===== config.mk =====
export PLATFORM = sky130hd
export DESIGN_NAME = mem_port_arbiter
export DESIGN_NICKNAME = d
export VERILOG_FILES = /design/src/rtl/mem_port_arbiter_pkg.sv /design/src/rtl/mem_port_arbiter_align_check.sv /design/src/rtl/mem_port_arbiter.sv
export SDC_FILE = /design/constraint.sdc
export NUM_CORES = 1
export LEC_CHECK = 0
export ABC_CLOCK_PERIOD_IN_PS = 3500
export CORE_AREA = 8 8 99 101
export CTS_CLUSTER_SIZE = 12
export DETAILED_ROUTE_END_ITERATION = 12
export DIE_AREA = 0 0 107 109
export GPL_ROUTABILITY_DRIVEN = 1
export GPL_TIMING_DRIVEN = 0
export PLACE_DENSITY = 0.8
export SYNTH_ARGS = -nofsm -noshare
export SYNTH_HDL_FRONTEND = slang
export SYNTH_HIERARCHICAL = 1
export SYNTH_SLANG_ARGS = --single-unit

===== constraint.sdc =====
create_clock -name clk -period 3.5 [get_ports clk]
set_input_delay 0.35 -clock clk [delete_from_list [all_inputs] [get_ports clk]]
set_output_delay 0.35 -clock clk [all_outputs]
set_load 0.01 [all_outputs]

===== src/rtl/mem_port_arbiter_pkg.sv =====
// Shared types and constants for the unified memory port arbiter and its
// alignment checker.
package mem_port_arbiter_pkg;

    typedef enum logic [1:0] {OWN_NONE, OWN_IF, OWN_D} mem_owner_t;

    localparam logic [1:0] SIZE_BYTE = 2'b00;
    localparam logic [1:0] SIZE_HALF = 2'b01;
    localparam logic [1:0] SIZE_WORD = 2'b10;

    localparam int STARVE_LIMIT_DEFAULT = 4;

endpackage


===== src/rtl/mem_port_arbiter_align_check.sv =====
// Natural-alignment check for one memory access; fetches are always words and
// the reserved size encoding is treated as misaligned.
module mem_align_check
    import mem_port_arbiter_pkg::*;
(
    input  logic [1:0] addr_lo,
    input  logic [1:0] size,
    input  logic       is_fetch,
    output logic       misaligned
);

    always_comb begin
        misaligned = 1'b0;
        if (is_fetch) begin
            misaligned = (addr_lo != 2'b00);
        end else begin
            case (size)
                SIZE_BYTE: misaligned = 1'b0;
                SIZE_HALF: misaligned = addr_lo[0];
                SIZE_WORD: misaligned = (addr_lo != 2'b00);
                default:   misaligned = 1'b1;
            endcase
        end
    end

endmodule


===== src/rtl/mem_port_arbiter.sv =====
// Shares one single-port RAM between instruction fetch and data access,
// granting one request per cycle and routing the next-cycle response back.
module mem_port_arbiter
    import mem_port_arbiter_pkg::*;
#(
    parameter int STARVE_LIMIT = STARVE_LIMIT_DEFAULT,
    parameter int ADDR_W       = 32
) (
    input  logic              clk,
    input  logic              rst,
    input  logic              if_valid,
    input  logic [ADDR_W-1:0] if_addr,
    output logic              if_ready,
    input  logic              if_flush,
    output logic              if_rsp_valid,
    output logic [31:0]       if_rsp_data,
    output logic              if_rsp_fault,
    input  logic              d_valid,
    input  logic              d_we,
    input  logic [ADDR_W-1:0] d_addr,
    input  logic [1:0]        d_size,
    input  logic [31:0]       d_wdata,
    output logic              d_ready,
    output logic              d_rsp_valid,
    output logic [31:0]       d_rsp_data,
    output logic              d_rsp_fault,
    output logic [ADDR_W-1:0] mem_addr,
    output logic [1:0]        mem_size,
    output logic [31:0]       mem_wdata,
    output logic              mem_read_en,
    output logic              mem_write_en,
    input  logic [31:0]       mem_rdata,
    input  logic              mem_fault
);

    localparam logic [3:0] LIMIT = 4'(STARVE_LIMIT);

    mem_owner_t owner;
    logic [3:0] starve_cnt;
    logic       is_write_q;
    logic       fault_q;

    logic       force_if;
    logic       if_grant;
    logic       d_grant;
    logic       misaligned;
    logic       bad_req;

    // Data normally wins; a fetch that has waited out the limit takes the slot.
    assign force_if = if_valid && (starve_cnt == LIMIT);
    assign d_grant  = !rst && d_valid && !force_if;
    assign if_grant = !rst && if_valid && !d_grant;
    assign if_ready = if_grant;
    assign d_ready  = d_grant;

    mem_align_check u_align (
        .addr_lo    (d_grant ? d_addr[1:0] : if_addr[1:0]),
        .size       (d_size),
        .is_fetch   (!d_grant),
        .misaligned (misaligned)
    );

    assign bad_req = (if_grant || d_grant) && misaligned;

    always_comb begin
        mem_addr     = '0;
        mem_size     = 2'b00;
        mem_wdata    = 32'd0;
        mem_read_en  = 1'b0;
        mem_write_en = 1'b0;
        if (if_grant) begin
            mem_addr    = if_addr;
            mem_size    = SIZE_WORD;
            mem_read_en = !misaligned;
        end else if (d_grant) begin
            mem_addr     = d_addr;
            mem_size     = d_size;
            mem_wdata    = d_wdata;
            mem_read_en  = !d_we && !misaligned;
            mem_write_en = d_we && !misaligned;
        end
    end

    always_ff @(posedge clk) begin
        if (rst) begin
            owner      <= OWN_NONE;
            starve_cnt <= 4'd0;
            is_write_q <= 1'b0;
            fault_q    <= 1'b0;
        end else begin
            if (if_grant)     owner <= OWN_IF;
            else if (d_grant) owner <= OWN_D;
            else              owner <= OWN_NONE;
            is_write_q <= d_grant && d_we;
            fault_q    <= bad_req;
            if (!if_valid || if_grant) begin
                starve_cnt <= 4'd0;
            end else if (d_grant && starve_cnt < LIMIT) begin
                starve_cnt <= starve_cnt + 4'd1;
            end
        end
    end

    // A locally faulted request never reached memory, so its read data is meaningless.
    always_comb begin
        if_rsp_valid = (owner == OWN_IF) && !if_flush && !rst;
        d_rsp_valid  = (owner == OWN_D) && !rst;
        if_rsp_fault = if_rsp_valid && (fault_q || mem_fault);
        d_rsp_fault  = d_rsp_valid && (fault_q || mem_fault);
        if_rsp_data  = (if_rsp_valid && !fault_q) ? mem_rdata : 32'd0;
        d_rsp_data   = (d_rsp_valid && !fault_q && !is_write_q) ? mem_rdata : 32'd0;
    end

endmodule

---- Word-level counts from Yosys, hierarchy flattened ----
Cells that the tools add are included.
storage, ports and cells
  flip-flop bits (word level) ............. 8
  input port bits ......................... 137
  output and inout bits ................... 138
  logic and storage cells ................. 63
operators by class
  add/subtract/negate cells ............... 1
  magnitude comparators ................... 1
  eq/ne operators ......................... 5
  mux-type cells .......................... 17
  reductions and logical operators ........ 34
operators with widths
  kind                                                                           count
  32-bit 2-to-1 mux                                                              6
  1-bit logical AND                                                              18
  1-bit logical NOT                                                              9
  2-bit 2-to-1 mux                                                               4
  1-bit 2-to-1 mux                                                               6
  4-bit by 1-bit adder with 4-bit output (second input constant)                 1
  2-bit by 1-bit equality test with 1-bit output (second input constant)         2
  2-bit equality test (second input constant)                                    2
  4-bit by 3-bit equality test with 1-bit output (second input constant)         1
  4-bit by 3-bit less-than comparator with 1-bit output (second input constant)  1
  2-bit OR reduction                                                             2
  1-bit logical OR                                                               3
  1-bit case mux with 3 select lines                                             1
  2-bit logical NOT                                                              1
  2-bit nonzero test                                                             1

---- Longest topological paths before layout ----
Gate-level depths: netlist of run 1.
  depth after elaboration ................. 12
  mapped depth ............................ 11
  gate-level depth less buffers ........... 9

---- Modules after synthesis ----
The synthesis of run 1 kept the hierarchy.
modules (own cells, without submodules)
  module            times used  cells each  area an instance (um^2)  seq. area each (um^2)
  mem_port_arbiter  1           198         1461.4                   160.2
  mem_align_check   1           4           27.5                     0.0

---- Least setup slack after synthesis of run 1 ----
No wires, ideal clock.
  kind .................................... reg2out
  start ................................... reg starve_cnt[0]
  end ..................................... out mem_read_en
  arrival time ............................ 2119 ps
  required time ........................... 3150 ps
  slack ................................... 1031 ps
  cell stages (with the launch flop) ...... 10
  buffers on the path ..................... 1
  cells stage by stage .................... dfxtp_1 inv_1 ha_1 and4b_1 nor3b_2 buf_4 mux2_2 a211oi_1 nor2_1 nor3_1
on the way
  word-level cells in the longest chain between the ends .. 12
  elaborated cells on any way between the ends .. 14
  those cells by class .................... eq/ne: 1; mux: 5; reduce/logical: 8
RTL lines
  what                                              RTL line                                                                source
  start, declared                                   mem_port_arbiter.sv:39                                                  logic [3:0] starve_cnt;
  start signal, assigned                            mem_port_arbiter.sv:99                                                  starve_cnt <= starve_cnt + 4'd1;
  4-bit by 3-bit equality test with 1-bit output *  mem_port_arbiter.sv:50                                                  assign force_if = if_valid && (starve_cnt == LIMIT);
  1-bit logical AND *                               mem_port_arbiter.sv:50
  1-bit logical NOT *                               mem_port_arbiter.sv:51                                                  assign d_grant = !rst && d_valid && !force_if;
  1-bit logical AND *                               mem_port_arbiter.sv:51
  2-bit 2-to-1 mux                                  mem_port_arbiter.sv:57                                                  .addr_lo (d_grant ? d_addr[1:0] : if_addr[1:0]),
  2-bit nonzero test                                mem_port_arbiter_align_check.sv:15, mem_port_arbiter_align_check.sv:20
  1-bit case mux with 3 select lines                mem_port_arbiter_align_check.sv:17                                      case (size)
  1-bit 2-to-1 mux *                                mem_port_arbiter_align_check.sv:14                                      if (is_fetch) begin
  net misaligned                                    mem_port_arbiter.sv:46                                                  logic misaligned;
  1-bit logical NOT *                               mem_port_arbiter.sv:74, mem_port_arbiter.sv:79
  1-bit logical AND                                 mem_port_arbiter.sv:79                                                  mem_read_en = !d_we && !misaligned;
  1-bit 2-to-1 mux                                  mem_port_arbiter.sv:75                                                  end else if (d_grant) begin
  1-bit 2-to-1 mux *                                mem_port_arbiter.sv:71                                                  if (if_grant) begin
  end, declared                                     mem_port_arbiter.sv:30                                                  output logic mem_read_en,
Mark *: on every way through the listed nets, which the timed path passes. The rest lies on a longest branch.

---- Worst setup path in the final report of run 1 ----
  start ................................... in rst
  end ..................................... out mem_addr[21]
on the way
  word-level cells in the longest chain between the ends .. 6
  elaborated cells on any way between the ends .. 8
  those cells by class .................... mux: 2; reduce/logical: 6
RTL lines
  what                            RTL line                                        source
  start, declared                 mem_port_arbiter.sv:10                          input logic rst,
  1-bit logical NOT *             mem_port_arbiter.sv:51, mem_port_arbiter.sv:52
  1-bit logical AND (2 in a row)  mem_port_arbiter.sv:51
  1-bit logical NOT               -
  1-bit logical AND               mem_port_arbiter.sv:52                          assign if_grant = !rst && if_valid && !d_grant;
  32-bit 2-to-1 mux *             mem_port_arbiter.sv:71
  end, declared                   mem_port_arbiter.sv:27                          output logic [ADDR_W-1:0] mem_addr,
Every way passes the cells marked *; elsewhere a longest branch is shown, timed or not.

==> results of run 1 <==
-- worst min path at each step --
stage	to	slack [ns]	cells after the start
2_1_floorplan	fault_q	0.43	1
3_3_place_gp	starve_cnt[3]	0.50	1
3_5_place_dp	starve_cnt[3]	0.52	1
4_1_cts	starve_cnt[3]	0.52	1
5_1_grt	starve_cnt[2]	0.51	2
6_report	starve_cnt[2]	0.50	2
-- cells by family (layout without fill, tap and decap cells) --
logic type | count (synthesis) | in the layout | synth area share (%)
DFF | 8 | 8 | 10.8
xor gates and xnor gates | 1 | 1 | 0.588
adders and majority gates | 2 | 2 | 1.68
AOI/OAI and AO/OA | 36 | 36 | 20.8
buffers and inverters | 25 | 303 | 8.40
muxes | 5 | 5 | 3.78
and+or+nand+nor | 125 | 125 | 54.0
-- flip-flops by register name (all words and copies together), names as in the netlist --
| name | count |
|---|---|
| is_write_q | 1 |
| starve_cnt | 4 |
| fault_q | 1 |
| owner | 2 |
-- worst max-delay path, cell delays in order --
cell             delay, ns
clkdlybuf4s50_1       0.57
nand2b_1              0.29
a21oi_1               0.47
buf_2                 0.31
a22o_1                0.18
clkdlybuf4s50_1       0.55
-- layout make-up --
| type | instances | area share [%] |
|---|---|---|
| Sequential cell | 8 | 3.61 |
| Inverter | 8 | 0.677 |
| Buffer | 17 | 2.23 |
| Clock buffer | 3 | 0.931 |
| Tap cell | 108 | 3.05 |
| Multi-Input combinational cell | 169 | 27.3 |
| Timing Repair Buffer | 275 | 62.2 |
-- repair_timing --
item,in CTS,in global routing
resized for setup,1,5
endpoints found under the hold margin,0,0
setup buffers,1,0
pin swaps,1,0
hold buffers,0,0
setup endpoints to repair,2,2
-- power by group through the flow --
stage / logic [mW] / clock network (mW) / registers, mW
after floorplan: 0.106 / 0 / 0.0987
after global placement: 0.380 / 0 / 0.0991
after detailed placement: 0.386 / 0 / 0.0993
after CTS: 0.389 / 0.111 / 0.0978
after global routing: 0.411 / 0.116 / 0.0981
final: 0.384 / 0.107 / 0.0978
-- stage by stage --
step                      power, mW  std cells  hold WS, ns  setup TNS, ns  utilization, %
after CTS                     0.598        588        0.523              0            52.8
after global routing          0.625        588        0.508              0            52.9
after floorplan               0.205        202        0.426              0               -
after global placement        0.479        584        0.503         -0.217            52.1
final                         0.589        588        0.499              0            52.9
after detailed placement      0.485        584        0.520         -0.254            52.1
-- placed cells by master, fill, tap and decap left out, types with 2 or more instances in the layout --
| cell | synthesis | routed |
|---|---|---|
| clkbuf_2 | 3 | 3 |
| nor3b_1 | 2 | 2 |
| a22o_1 | 30 | 30 |
| nor2b_1 | 3 | 3 |
| dfxtp_1 | 8 | 8 |
| nor3_1 | 2 | 2 |
| dlymetal6s2s_1 | 0 | 3 |
| and3_1 | 3 | 3 |
| buf_2 | 7 | 7 |
| mux2_2 | 5 | 5 |
| clkbuf_8 | 0 | 3 |
| buf_4 | 5 | 5 |
| clkbuf_1 | 2 | 2 |
| inv_1 | 8 | 8 |
| clkdlybuf4s50_1 | 0 | 271 |
| nor2_1 | 8 | 8 |
| a21oi_1 | 2 | 2 |
| and2_1 | 98 | 98 |
| ha_1 | 2 | 2 |
-- metal layers --
metal,track usage (%),vias up,share of wire [%]
li1,-,1236,-
met1,13.2,1099,32
met2,30.9,160,53
met3,8.69,4,15
met4,2.71,0,0.56
met5,0,-,0
==> results_dict.tcl, run 1 <==
set metrics [dict create \
    status "finished, final reports clean" \
    core.rowCount 34 \
    r2r_setup_slack_ns 1.23 \
    endpoint_kind "output pin" \
    ios 275 \
    r2r-start "starve_cnt[0]" \
    antennaDiodeCount 0 \
    worstSetupStartpoint "rst" \
    drc 0 \
    holdCritPathClass "in2reg" \
    seq_power_share_pct 16.6 \
    rsz0062_at_grt "false" \
    clk_pin_slew_ns 0.04 \
    fillers 764 \
    internal_power_uw 431 \
    multiInputGateArea_um2 1210 \
    yosysSeqAreaShare_pct 10.8 \
    skew_ns 0.00288 \
    track_usage_pct 15.5 \
    drt_iter0_markers 70 \
    num-nets-final 621 \
    finalCriticalPeriod_ns 3.07 \
    peakVddDrop_mv 0.0704 \
    clkPwrFrac_pct 18.2 \
    portBuffers 274 \
    combPwrFrac_pct 65.2 \
    grt_pass1_vias 2799 \
    place_congestion 0.830 \
    required_ns 3.15 \
    core_um2 8380 \
    syn2layout_area_growth_pct 198 \
    fmax_mhz 325 \
    clock-root-buffer "clkbuf_8" \
    post-place-ws_ns -0.132 \
    ys_ff_latch 8 \
    synth.largest_area_cell "and2_1" \
    num_vias 2499 \
    viasPerCell 4.25 \
    hold_viol 0 \
    r2r_cells 9 \
    clkLatencyLatePin_ns 0.22 \
    endpoint "mem_addr[21]" \
    drive_gt1_share_pct 6.46 \
    yosysMostFrequentCell "and2_1" \
    async_reset_ff_share_pct 0 \
    routedWlPerCell_um 16.8 \
    synth-edff-count 0 \
    netlist_top_cells_count "and2_1 (98), a22o_1 (30), dfxtp_1 (8), inv_1 (8), nor2_1 (8)" \
    initial_core_util_pct 17.8 \
    fp.dieH_um 109 \
    clk_path_buf_depth 2 \
    cts-htree-levels 1 \
    dp_hpwl_mm 9.04 \
    ff_latch_area_um2 160 \
    netlist_instances 202 \
    fin_ws_ns 0.425 \
    yosys.cell_types.count 30 \
    fin_crit_sh_pct 87.9 \
    worstPathArrival_ns 2.72 \
    setup_violations 0 \
    maxCapViolations 0 \
    yosys.area.top_type_share_pct 41.2 \
    cts_buffers 3 \
    critical_path_class "in2out" \
    ant_nets 0 \
    p_switching_uw 158 \
    cts.sinks 8 \
    maxSlewViolCount 0 \
    grt_max_degree 11 \
    postPlaceCellArea_um2 4370 \
    worstSetupStartpointType "input port" \
    switching_share_pct 26.9 \
    synthTopCellsByArea "and2_1 (41%), a22o_1 (18%), dfxtp_1 (11%), mux2_2 (3.8%), buf_4 (2.5%)" \
    worst_pin_slew_ns 0.540 \
    relSlewSlack_pct 64.0 \
    powerDensity_nw_per_um2 133 \
    cp_max_fo 10 \
    yosysWarnings 6 \
    grt_pass1_wl_mm 14.5 \
    syn_avg_cell_area_um2 7.37 \
    die_area_um2 11700 \
    first_pass_iters 5 \
    hp-start "if_valid" \
    synth_fp_nets 341 \
    cts_tree "yes" \
    wl_mm 9.86 \
    syn_area_um2 1490 \
    p_leak_nw 1.81 \
    fp.dieW_um 107 \
    grt.overflow.total 0 \
    antenna_found_initial 0 \
    r2r-end "fault_q" \
    finalInstanceArea_um2 4430 \
    synth_flop_cell "dfxtp_1" \
]
(Power assumes the default switching activity.)
==> run 2, diff against run 1 <==
- SKIP_CTS_REPAIR_TIMING: not set -> 1
==> run 2 against run 1 <==
Compared with the run above:
- sequential share of layout area did not move
- sequential power barely moved
- via count barely moved
- clock-buffer cell count did not move
- global-route usage barely moved
- die area did not move
- wire length fell by 0.13%
- clock power barely moved
- largest cell class unchanged
==> results_dict.tcl, run 2 (synthesized netlist as in run 1, its figures left out) <==
set metrics [dict create \
    first_pass_iters 5 \
    slowest_stage "clkdlybuf4s50_1" \
    worst_pin_slew_ns 0.540 \
    cts.sinks 8 \
    worstSetupStartpointType "input port" \
    max_flop_register "starve_cnt" \
    cts_tree "yes" \
    worstPathArrival_ns 2.73 \
    path_delay_family "buffers and inverters" \
    ios 275 \
    portBuffers 274 \
    fin_tns_setup_ns 0 \
    whs_ns 0.496 \
    routedWlPerCell_um 16.8 \
    crit_path_frequent_cell "clkdlybuf4s50_1" \
    core_um2 8380 \
    largest_registers "starve_cnt x4, owner x2" \
    cp_max_fo 10 \
    p_leak_nw 1.81 \
    clk_pin_slew_ns 0.04 \
    ant_nets 0 \
    grt_max_degree 11 \
    cts_buffers 3 \
    syn2layout_area_growth_pct 198 \
    utilization_pct 52.9 \
    largest_reg_flops 4 \
    cts-htree-levels 1 \
    clkLatencyLatePin_ns 0.22 \
    num_vias 2500 \
    viasPerCell 4.25 \
    grt.overflow.total 0 \
    required_ns 3.15 \
    initial_core_util_pct 17.8 \
    clock-root-buffer "clkbuf_8" \
    wl_mm 9.85 \
    hold_viol 0 \
    grt_pass1_wl_mm 14.5 \
    relSlewSlack_pct 64.0 \
    holdCritPathClass "in2reg" \
    critPathMaxStageDelay_ns 0.57 \
    die_area_um2 11700 \
    setup_violations 0 \
    skew_ns 0.00289 \
    maxCapViolations 0 \
    drc 0 \
    track_usage_pct 15.5 \
    worstPathCellList "clkdlybuf4s50_1 > nand2b_1 > a21oi_1 > buf_2 > a22o_1 > clkdlybuf4s50_1" \
    drt_iter0_markers 60 \
    critPathBufInv 3 \
    dp_hpwl_mm 9.04 \
    fin_crit_sh_pct 87.9 \
    core.rowCount 34 \
    final_cell_mix "clkdlybuf4s50_1 (271), and2_1 (98), a22o_1 (30)" \
    fp.dieH_um 109 \
    grt_pass1_vias 2804 \
    critical_path_class "in2out" \
    layout.cells.most_common "clkdlybuf4s50_1" \
    clk_path_buf_depth 2 \
    powerDensity_nw_per_um2 133 \
    fmax_mhz 325 \
    status "finished, final reports clean" \
    peakVddDrop_mv 0.0704 \
    place_congestion 0.830 \
    antenna_found_initial 0 \
    maxSlewViolCount 0 \
    finalCriticalPeriod_ns 3.08 \
    fp.dieW_um 107 \
    rsz0062_at_grt "false" \
    drive_gt1_share_pct 6.46 \
    num-nets-final 621 \
    antennaDiodeCount 0 \
    endpoint_kind "output pin" \
]
==> run 2: cell counts in the layout (fill, tap and decap cells not counted) <==
No cell type changed its count.
==> run 2: routing by layer <==
metal,global-route usage (%),share of wire (%),wire [um]
met1,13.2,32,3120
met2,30.8,53,5210
met3,8.69,15,1470
met4,2.71,0.56,55
met5,0,0,0
==> run 2: area by class of cell <==
type / count / area (um^2)
tap: 108 / 135
multi-input combinational: 169 / 1210
clock buffer: 3 / 41.3
buffer: 17 / 98.8
inverter: 8 / 30.0
fill: 767 / 3950
timing repair buffer: 275 / 2760
sequential: 8 / 160
==> run 2: per-stage QoR <==
stage / power [mW] / setup slack [ns] / cells / instance area, um^2
detailed placement: 0.485 / -0.132 / 584 / 4370
global route: 0.625 / 0.268 / 588 / 4430
CTS: 0.596 / -0.134 / 587 / 4410
floorplan: 0.205 / 1.03 / 202 / 1490
global placement: 0.479 / -0.111 / 584 / 4370
finish: 0.589 / 0.424 / 588 / 4430
==> run 2: where the power goes <==
group / internal, mW / total (mW) / leakage [nW] / switching, mW
clock: 0.0742 / 0.107 / 0.0216 / 0.0331
combinational: 0.262 / 0.384 / 1.73 / 0.122
sequential: 0.0948 / 0.0978 / 0.0655 / 0.00298
==> run 2: final timing paths <==
kind	start	endpoint	slack (ns)	depth (start not counted)
setup / recovery	rst	mem_addr[21]	0.42	6
hold / removal	if_valid	starve_cnt[2]	0.50	2
setup reg to reg	starve_cnt[0]	fault_q	1.20	9
hold reg to reg	starve_cnt[3]	starve_cnt[3]	0.52	1
==> RTL edit: new RTL, flow settings as in run 1 <==
Reset style: asynchronous (`rst`), changed in one clocked block.
--- a/src/rtl/mem_port_arbiter.sv
+++ b/src/rtl/mem_port_arbiter.sv
@@ -81,7 +81,7 @@
         end
     end
 
-    always_ff @(posedge clk) begin
+    always_ff @(posedge clk or posedge rst) begin
         if (rst) begin
             owner      <= OWN_NONE;
             starve_cnt <= 4'd0;
Check against the original RTL: no difference found for any inputs over 10 cycles, from zero or initial values and one cycle with rst high; that may be too few to reach the edited logic, so the function may still have changed.
==> RTL edit against run 1 <==
- worst setup slack lost 270 ps
- largest cell class unchanged
- highest routed layer unchanged
- sequential cell count unchanged
- non-clock buffer count up 4
- first-iteration DRC count is 8.6% higher
- sequential share of layout area is 0.90 points higher
- critical endpoint is now mem_write_en
- synthesized area rose by 0.25%
- critical path type is now reg -> out
- combinational power up 2%
- wire length up 10%
- hold slack lost 45 ps
- final area about the same
- synthesized cell count shrank 1.5%
- die area unchanged
- power rose by 1.7%
==> RTL edit: results (changes against run 1) <==
The number of buffers added on ports is 273 (-0.36%). The worst setup path is of the reg -> out kind. The tools report the number of nets in the synthesized netlist as 338 (-0.88%). The worst reg2reg path depth came out at 10 (+1). The startpoint identified for the worst register-to-register timing path is starve_cnt[0]. The first-pass GRT wire length was 15,200 µm (+5.3%); the worst-path maximum fanout was 6 (-4).

The most used flip-flop cell after synthesis is dfrtp_1. The capturing element of the worst setup path was mem_write_en. The tools report the vias after detailed routing as 2,554 (+2.2%). The logs give 2,739 (-2.1%) for the number of global-route vias before repair and 4 (-1) for the number of search-and-repair iterations in the first detailed-routing pass. The flow ran to the end, and the final reports show no timing, DRC or antenna violations.

The peak ir drop on the vdd network is 0.0000933 V (+33%). The global placement routability congestion was 0.826 (-0.41%); the max-slew headroom at the worst pin was 0.491 (-0.149). The run gives 0.167 (+0.0120) as the global routing usage summed across all routing layers. The compound-cell area share of the yosys netlist was 0.255 (+0.0464).

The worst hold path terminates at owner[1]. The portion of the post-synthesis area used by sequential elements came out at 0.134 (+0.0266). Counting instances in the post-synthesis netlist gives the leading cell types as and2_1 (98), a22o_1 (32), buf_2 (11). The arrival time at the worst endpoint was 2990 ps (+270 ps); the leakage power total was 1.78 nW (-2.1%). The run gives 771 (+0.92%) as the total of fill cells in the finished design. The global routing met1 resource utilization was 0.173 (+0.0414); the wire length reported by the detailed router was 10,900 µm (+10%).

For the largest net degree at the start of global routing, the log shows 12 (+1). Count of cell types in the netlist: 26 (-13%). The adder and majority gate portion of the synthesized area came out at 0.0168 (-0.0000423).
RTL edit: per-stage QoR:
step	cells	setup TNS [ps]	setup slack, ps	instance area (µm²)	hold slack, ps
finish	586	0	158	4440	454
global route	586	-12.9	-12.9	4440	468
CTS	586	0	24.4	4420	454
detailed placement	580	0	91.6	4360	579
global placement	580	0	136	4360	542
floorplan	199	0	917	1490	364
RTL edit: per-layer routing:
| metal | vias to the layer above | wire, µm | share of wire |
|---|---|---|---|
| li1 | 1235 | - | - |
| met1 | 1142 | 3910 | 0.36 |
| met2 | 169 | 5570 | 0.51 |
| met3 | 8 | 1290 | 0.12 |
| met4 | 0 | 95 | 0.0087 |
| met5 | - | 0 | 0 |
RTL edit: final cells by class:
class	instances	share of cell area
repair buffers	276	0.622
clock buffers	3	0.00930
multi-input cells	165	0.268
flip-flops and latches	8	0.0451
inverters	6	0.00507
plain buffers	20	0.0200
well taps	108	0.0304
RTL edit: logic make-up (layout without fill, tap and decap cells):
kind of cell / count (synthesis) / after routing
flops: 8 / 8
compound gates: 43 / 43
fa+ha+maj: 2 / 2
simple gates: 116 / 116
xor+xnor: 1 / 1
mux: 3 / 3
buf+inv: 26 / 305
RTL edit: critical path: stages, from the launching register on:
cell and delay [ps]:
dfrtp_1 380, inv_1 60, ha_1 190, and3b_1 170, clkbuf_1 170, a211oi_4 230
buf_6 150, mux2_2 360, a211oi_2 210, nor2_2 100, and3b_1 210, clkdlybuf4s50_1 540
RTL edit: where the power goes:
group,switching (mW),internal (mW)
Sequential,0.00224,0.0963
Clock,0.0348,0.0743
Combinational,0.130,0.262
RTL edit: repair_timing:
action                     4_1_cts  5_1_grt
gates cloned                     0        0
buffers inserted                 3        0
setup endpoints to repair        2        2
pin swaps                        1        0
gates resized for setup          0        4
hold endpoints to repair         0        0
